### config.mk
export PLATFORM = sky130hd
export DESIGN_NAME = vc_writeback_buffer
export DESIGN_NICKNAME = d
export VERILOG_FILES = /design/src/rtl/cache_def.sv /design/src/rtl/adder_32bit.sv /design/src/rtl/vc_wb_entry_array.sv /design/src/rtl/vc_writeback_buffer.sv
export SDC_FILE = /design/constraint.sdc
export NUM_CORES = 2
export LEC_CHECK = 0
export CELL_PAD_IN_SITES_DETAIL_PLACEMENT = 0
export CELL_PAD_IN_SITES_GLOBAL_PLACEMENT = 2
export CORE_ASPECT_RATIO = 2
export CORE_MARGIN = 3
export CORE_UTILIZATION = 44
export DETAILED_ROUTE_END_ITERATION = 16
export GPL_TIMING_DRIVEN = 0
export PLACE_DENSITY = 0.86
export SLEW_MARGIN = 20
export SYNTH_ARGS = -nofsm -noshare
export SYNTH_HDL_FRONTEND = slang
export SYNTH_SLANG_ARGS = --single-unit
### constraint.sdc
create_clock -name clk_i -period 10.05 [get_ports clk_i]
set_input_delay 1.5075 -clock clk_i [delete_from_list [all_inputs] [get_ports clk_i]]
set_output_delay 1.5075 -clock clk_i [all_outputs]
set_load 0.1 [all_outputs]
### src/rtl/cache_def.sv
// Shared types and line-address constants for the victim-cache write-back path.
package cache_def;

  localparam int unsigned CD_ADDR_W      = 32;
  localparam int unsigned CD_LINE_W      = 128;
  localparam int unsigned CD_OFFSET_W    = 4;
  localparam int unsigned CD_LINE_ADDR_W = CD_ADDR_W - CD_OFFSET_W;

  typedef struct packed {
    logic                      valid;
    logic [CD_LINE_ADDR_W-1:0] line_addr;
    logic [CD_LINE_W-1:0]      data;
  } vc_wb_entry_type;

  typedef enum logic [0:0] {
    IDLE = 1'b0,
    SEND = 1'b1
  } vc_wb_state_type;

endpackage

### src/rtl/adder_32bit.sv
// Plain 32-bit wrapping adder shared across the cache subsystem.
module adder_32bit (
  input  logic [31:0] a_i,
  input  logic [31:0] b_i,
  output logic [31:0] sum_o
);

  assign sum_o = a_i + b_i;

endmodule

### src/rtl/vc_wb_entry_array.sv
// Circular line store with pointers, occupancy and snoop comparators.
// VC_WB_COALESCE_EN enables in-place merging of pushes into non-head entries.
module vc_wb_entry_array
  import cache_def::*;
#(
  parameter int unsigned DEPTH = 4
) (
  input  logic                      clk_i,
  input  logic                      rst_ni,
  input  logic                      push_i,
  input  logic [CD_LINE_ADDR_W-1:0] push_line_i,
  input  logic [CD_LINE_W-1:0]      push_data_i,
  input  logic                      pop_i,
  output logic                      full_o,
  output logic                      empty_o,
  output logic                      coal_hit_o,
  output vc_wb_entry_type           head_o,
  output vc_wb_entry_type           next_o,
  input  logic                      snoop_valid_i,
  input  logic [CD_LINE_ADDR_W-1:0] snoop_line_i,
  output logic                      snoop_hit_o,
  output logic [CD_LINE_W-1:0]      snoop_data_o
);

  localparam int unsigned PTR_W = $clog2(DEPTH);
  localparam int unsigned CNT_W = PTR_W + 1;

  vc_wb_entry_type  entries_r [DEPTH];
  logic [PTR_W-1:0] rd_ptr_r;
  logic [PTR_W-1:0] wr_ptr_r;
  logic [CNT_W-1:0] count_r;
  logic [PTR_W-1:0] nxt_ptr_s;
  logic [PTR_W-1:0] wr_slot_s;
  logic [PTR_W-1:0] coal_idx_s;
  logic             coal_hit_s;
  logic             alloc_s;

  assign full_o     = (count_r == CNT_W'(DEPTH));
  assign empty_o    = (count_r == {CNT_W{1'b0}});
  assign nxt_ptr_s  = rd_ptr_r + PTR_W'(1);
  assign head_o     = entries_r[rd_ptr_r];
  assign coal_hit_o = coal_hit_s;
  assign alloc_s    = push_i && !coal_hit_s;
  assign wr_slot_s  = coal_hit_s ? coal_idx_s : wr_ptr_r;

  // Merge target search; the head is excluded because it is (or is about to be) in flight
  always_comb begin
    coal_hit_s = 1'b0;
    coal_idx_s = rd_ptr_r;
`ifdef VC_WB_COALESCE_EN
    for (int i = 1; i < int'(DEPTH); i++) begin
      if (entries_r[rd_ptr_r + PTR_W'(i)].valid &&
          (entries_r[rd_ptr_r + PTR_W'(i)].line_addr == push_line_i)) begin
        coal_hit_s = 1'b1;
        coal_idx_s = rd_ptr_r + PTR_W'(i);
      end else begin
        coal_hit_s = coal_hit_s;
      end
    end
`endif
  end

  // Entry after the head, forwarding a same-edge write so back-to-back sends never see stale data
  always_comb begin
    next_o = entries_r[nxt_ptr_s];
    if (push_i && (wr_slot_s == nxt_ptr_s)) begin
      next_o.valid     = 1'b1;
      next_o.line_addr = push_line_i;
      next_o.data      = push_data_i;
    end else begin
      next_o = entries_r[nxt_ptr_s];
    end
  end

  // Snoop scan from oldest to youngest so the youngest match wins
  always_comb begin
    snoop_hit_o  = 1'b0;
    snoop_data_o = {CD_LINE_W{1'b0}};
    if (snoop_valid_i) begin
      for (int i = 0; i < int'(DEPTH); i++) begin
        if (entries_r[rd_ptr_r + PTR_W'(i)].valid &&
            (entries_r[rd_ptr_r + PTR_W'(i)].line_addr == snoop_line_i)) begin
          snoop_hit_o  = 1'b1;
          snoop_data_o = entries_r[rd_ptr_r + PTR_W'(i)].data;
        end else begin
          snoop_hit_o = snoop_hit_o;
        end
      end
    end else begin
      snoop_hit_o = 1'b0;
    end
  end

  // Storage, pointer and occupancy update
  always_ff @(posedge clk_i or negedge rst_ni) begin
    if (!rst_ni) begin
      for (int i = 0; i < int'(DEPTH); i++) begin
        entries_r[i] <= '0;
      end
      rd_ptr_r <= {PTR_W{1'b0}};
      wr_ptr_r <= {PTR_W{1'b0}};
      count_r  <= {CNT_W{1'b0}};
    end else begin
      if (pop_i) begin
        entries_r[rd_ptr_r].valid <= 1'b0;
        rd_ptr_r                  <= nxt_ptr_s;
      end
      if (push_i) begin
        entries_r[wr_slot_s] <= '{valid: 1'b1, line_addr: push_line_i, data: push_data_i};
      end
      if (alloc_s) begin
        wr_ptr_r <= wr_ptr_r + PTR_W'(1);
      end
      count_r <= count_r + CNT_W'(alloc_s) - CNT_W'(pop_i);
    end
  end

endmodule

### src/rtl/vc_writeback_buffer.sv
// Dirty-line write-back buffer: queues victims, drains them to memory, answers L1 snoops.
// Optional VC_WB_COALESCE_EN (inside vc_wb_entry_array) merges repeat pushes of a queued line.
module vc_writeback_buffer
  import cache_def::*;
#(
  parameter int unsigned DEPTH    = 4,
  parameter int unsigned ADDR_W   = CD_ADDR_W,
  parameter int unsigned LINE_W   = CD_LINE_W,
  parameter int unsigned OFFSET_W = CD_OFFSET_W
) (
  input  logic              clk_i,
  input  logic              rst_ni,
  input  logic              wb_valid_i,
  input  logic [ADDR_W-1:0] wb_addr_i,
  input  logic [LINE_W-1:0] wb_data_i,
  output logic              wb_ready_o,
  output logic              mem_req_valid_o,
  output logic              mem_req_rw_o,
  output logic [ADDR_W-1:0] mem_req_addr_o,
  output logic [LINE_W-1:0] mem_req_data_o,
  input  logic              mem_ack_i,
  input  logic              snoop_valid_i,
  input  logic [ADDR_W-1:0] snoop_addr_i,
  output logic              snoop_hit_o,
  output logic [LINE_W-1:0] snoop_data_o,
  output logic              full_o,
  output logic              empty_o,
  output logic [31:0]       no_wb_o
);

  localparam int unsigned LA_W = ADDR_W - OFFSET_W;

  vc_wb_state_type  state_r;
  logic             req_valid_r;
  logic [LA_W-1:0]  req_line_r;
  logic [LINE_W-1:0] req_data_r;
  logic [31:0]      no_wb_r;
  logic [31:0]      no_wb_inc_s;
  logic             full_s;
  logic             empty_s;
  logic             coal_hit_s;
  logic             wb_ready_s;
  logic             push_s;
  logic             pop_s;
  vc_wb_entry_type  head_s;
  vc_wb_entry_type  next_s;
  logic             unused_bits_s;

  // coal_hit_s is constant 0 unless merging is compiled in
  assign wb_ready_s    = !full_s || coal_hit_s;
  assign push_s        = wb_valid_i && wb_ready_s;
  assign pop_s         = (state_r == SEND) && mem_ack_i;
  assign unused_bits_s = ^{wb_addr_i[OFFSET_W-1:0], snoop_addr_i[OFFSET_W-1:0], head_s.valid};

  vc_wb_entry_array #(
    .DEPTH(DEPTH)
  ) u_entry_array (
    .clk_i        (clk_i),
    .rst_ni       (rst_ni),
    .push_i       (push_s),
    .push_line_i  (wb_addr_i[ADDR_W-1:OFFSET_W]),
    .push_data_i  (wb_data_i),
    .pop_i        (pop_s),
    .full_o       (full_s),
    .empty_o      (empty_s),
    .coal_hit_o   (coal_hit_s),
    .head_o       (head_s),
    .next_o       (next_s),
    .snoop_valid_i(snoop_valid_i),
    .snoop_line_i (snoop_addr_i[ADDR_W-1:OFFSET_W]),
    .snoop_hit_o  (snoop_hit_o),
    .snoop_data_o (snoop_data_o)
  );

  adder_32bit u_wb_count_adder (
    .a_i  (no_wb_r),
    .b_i  (32'd1),
    .sum_o(no_wb_inc_s)
  );

  // Drain FSM with registered memory request and completion counter
  always_ff @(posedge clk_i or negedge rst_ni) begin
    if (!rst_ni) begin
      state_r     <= IDLE;
      req_valid_r <= 1'b0;
      req_line_r  <= {LA_W{1'b0}};
      req_data_r  <= {LINE_W{1'b0}};
      no_wb_r     <= 32'd0;
    end else begin
      case (state_r)
        IDLE: begin
          if (!empty_s) begin
            state_r     <= SEND;
            req_valid_r <= 1'b1;
            req_line_r  <= head_s.line_addr;
            req_data_r  <= head_s.data;
          end
        end
        SEND: begin
          if (mem_ack_i) begin
            no_wb_r <= no_wb_inc_s;
            if (next_s.valid) begin
              req_line_r <= next_s.line_addr;
              req_data_r <= next_s.data;
            end else begin
              state_r     <= IDLE;
              req_valid_r <= 1'b0;
            end
          end
        end
        default: begin
          state_r     <= IDLE;
          req_valid_r <= 1'b0;
        end
      endcase
    end
  end

  assign wb_ready_o      = wb_ready_s;
  assign full_o          = full_s;
  assign empty_o         = empty_s;
  assign mem_req_valid_o = req_valid_r;
  assign mem_req_rw_o    = 1'b1;
  assign mem_req_addr_o  = {req_line_r, {OFFSET_W{1'b0}}};
  assign mem_req_data_o  = req_data_r;
  assign no_wb_o         = no_wb_r;

endmodule

==> flow_metrics.tcl <==
set metrics [dict create \
    globalplace.congestion 0.999 \
    grt.total_usage_pct 35.1 \
    drc 0 \
    cp_max_fo 19 \
    hpwl_um 177000 \
    synth_seq_cells 825 \
    synth_common_cells "dfrtp_1 (825), mux2_2 (634), mux4_2 (582)" \
    failed_checks "negative setup slack" \
    hold_path_class "reg -> reg" \
    synth_cell_types 67 \
    cp-start-kind "flip-flop" \
    status "complete, but fails checks" \
    final_core_util_pct 52.2 \
    die_w_um 261 \
    dp_cells 6814 \
    synth_seq_area_share_pct 36.1 \
    tightestPinTransition_ns 1.22 \
    area_growth_pct 17.5 \
    cts_made_buffers 82 \
    clk_path_buf_depth 3 \
    rsz0062_at_grt "no" \
    drv_cap 0 \
    crit_type "reg -> out" \
    p_per_area_mw_per_mm2 431 \
    antenna_found_initial 25 \
    cp_slowest_stage_delay_ns 0.99 \
    path_cells "buf_6, buf_8, buf_8, inv_2, buf_4, clkdlybuf4s15_2, ha_1, buf_6, buf_6, mux4_2, xnor2_1, nand4_1, a211oi_2, buf_2, clkbuf_1, nand3_1, o22ai_1, o221ai_2, a21boi_1, dlygate4sd2_1" \
    synth_edf_count 0 \
    yosysWarningCount 0 \
    final_max_slew_viol_count 0 \
    ctsHtreeMaxLevel 3 \
    pin_count 523 \
    die_h_um 516 \
    fin_nets 5414 \
    cp.required_ns 8.54 \
    cts_tree "yes" \
    rows 186 \
    io_buffers 487 \
    hold_viol_final 0 \
    vias 46466 \
    dieArea_mm2 0.135 \
    via_per_inst 6.66 \
    dp_slack_ns -0.392 \
    final_cells 6979 \
    fin_crit_ns 10.15 \
    grt_pass1_wl_um 342000 \
    p_leak_nw 26.8 \
    relSlewSlack_pct 18.7 \
    dr.pass1.iters 9 \
    routedWlPerCell_um 34.2 \
    crit_top_cell "buf_6" \
    synthFlopType "dfrtp_1" \
    grt_max_degree 141 \
    syn_area_per_cell_um2 12.4 \
    synthTopCellsByArea "dfrtp_1 (36%), mux4_2 (23%), mux2_2 (12%)" \
    clk_latency_ns 0.71 \
    synth_area_mm2 0.0572 \
    synthArstFlopShare_pct 100 \
    cts.sinks 825 \
    clock.fmax_mhz 98.5 \
    worst_slack_ns -0.104 \
    routed_wl_um 239000 \
    synth_top_area_share_pct 36.1 \
    yosys.area.top_type "dfrtp_1" \
    cpMaxStageDelayCell "dlygate4sd2_1" \
    start_util_pct 44.4 \
    path_clk_slew_ns 0.07 \
    first_global_vias 47682 \
    drive_gt1_share_pct 33.2 \
    grt_overflow 0 \
    finalCritPeriodShare_pct 101 \
    hold_buffers 0 \
    vdd_ir_drop_max_mv 0.316 \
    finClkSkew_ns 0.0369 \
    cp.arrival_ns 8.65 \
    detail-route-antenna-nets 0 \
    timing.setup.tns_ns -1.02 \
    setup_viol 23 \
    drtIter0Drc 4464 \
    netlist_instances 4623 \
    cts_root_buf "clkbuf_16" \
    core_mm2 0.129 \
    cts_setup_buffers 0 \
    yosysMostFrequentCell "dfrtp_1" \
    endpoint_kind "primary output" \
]
-- final timing paths --
check / from / end / slack [ns] / depth (start not counted)
setup / recovery: u_entry_array.coal_idx_s[0] / snoop_data_o[97] / -0.10 / 20
hold / removal: mem_req_data_o[73] / mem_req_data_o[73] / 0.48 / 2
setup reg to reg: u_entry_array.coal_idx_s[0] / req_line_r[20] / 2.68 / 19
hold reg to reg: mem_req_data_o[73] / mem_req_data_o[73] / 0.48 / 2
max in group asynchronous: rst_ni / req_line_r[24] / 7.57 / 3
min in group asynchronous: rst_ni / mem_req_data_o[72] / 0.70 / 1
-- sequential cells by signal (all words and copies together) (netlist names) --
| register | flops |
|---|---|
| mem_req_data_o | 128 |
| u_entry_array.coal_idx_s | 2 |
| u_entry_array.entries_r | 628 |
| u_entry_array.count_r | 3 |
| mem_req_valid_o | 1 |
| state_r | 1 |
| req_line_r | 28 |
| no_wb_o | 32 |
| u_entry_array.wr_ptr_r | 2 |
-- cell type report --
cell class / count / area [um^2]
Antenna cell: 23 / 57.6
Buffer: 488 / 2360
Clock buffer: 110 / 2350
Clock inverter: 33 / 310
Fill cell: 11467 / 61500
Inverter: 22 / 82.6
Multi-Input combinational cell: 3290 / 34200
Sequential cell: 825 / 20600
Tap cell: 1692 / 2120
Timing Repair Buffer: 496 / 5160
-- metrics by stage --
| stage | hold slack, ns | area, um^2 | power [mW] |
|---|---|---|---|
| floorplan | 0.468 | 57200 | 19.7 |
| global placement | 0.459 | 64200 | 25.2 |
| detailed placement | 0.468 | 64500 | 25.6 |
| CTS | 0.485 | 67200 | 28.8 |
| global route | 0.501 | 67200 | 30.2 |
| finish | 0.476 | 67200 | 29.0 |
-- per-layer routing --
metal  global-route usage [%]  vias up  routed length, um  share of wire, %
li1                         -    19095                  -                 -
met3                     7.82      638              19800               8.3
met4                     20.0       22              16500               6.9
met5                        0        -                142             0.060
met2                     62.1     2617             122000                51
met1                     38.6    24094              79900                33
-- worst max-delay path: cells and delay by family (launching register included) --
family,cells,cell delay (ns)
buf+inv,11,4.10
xor+xnor,1,0.49
mux,1,0.58
compound gates,4,1.27
flops,1,0.48
fa+ha+maj,1,0.48
simple gates,2,0.41
-- layout by cell type (no fill, tap or decap), types with 15 or more instances in the layout --
cell type        instances
a21boi_1               119
a21oi_1                 24
and3_1                 136
buf_1                   78
buf_2                  136
buf_4                   20
buf_6                   26
clkbuf_1               214
clkbuf_16               84
clkbuf_2                21
clkbuf_8                15
clkdlybuf4s15_2         73
clkdlybuf4s50_1        356
clkinv_2                17
dfrtp_1                825
diode_2                 23
dlygate4sd2_1           43
inv_1                   20
mux2_2                 634
mux2i_1                240
mux4_2                 582
nand2_1                378
nand2b_1               131
nand3_1                146
nand4_1                 16
nor2_1                  42
o21ai_0                312
o221ai_1                32
o221ai_2               100
o22ai_1                144
xnor2_1                105
xor2_1                  28
-- power breakdown --
part,switching (mW),internal (mW),total (mW)
Clock,1.47,1.75,3.22
Combinational,10.9,7.96,18.9
Sequential,1.90,5.01,6.91
Total,14.3,14.7,29.0
-- cell families after synthesis --
| logic type | synth area share, % |
|---|---|
| mux | 39.6 |
| simple gates | 7.46 |
| flops | 36.1 |
| compound gates | 10.3 |
| buf+inv | 4.23 |
| xor+xnor | 2.04 |
| fa+ha+maj | 0.276 |
| other cells | 0.0131 |
-- repair_timing --
| item | in CTS | in global routing |
|---|---|---|
| gates resized for setup | 295 | 1 |
| pin swaps | 0 | 0 |
| setup endpoints to repair | 129 | 1 |
Power figures use the tool's default switching activity.
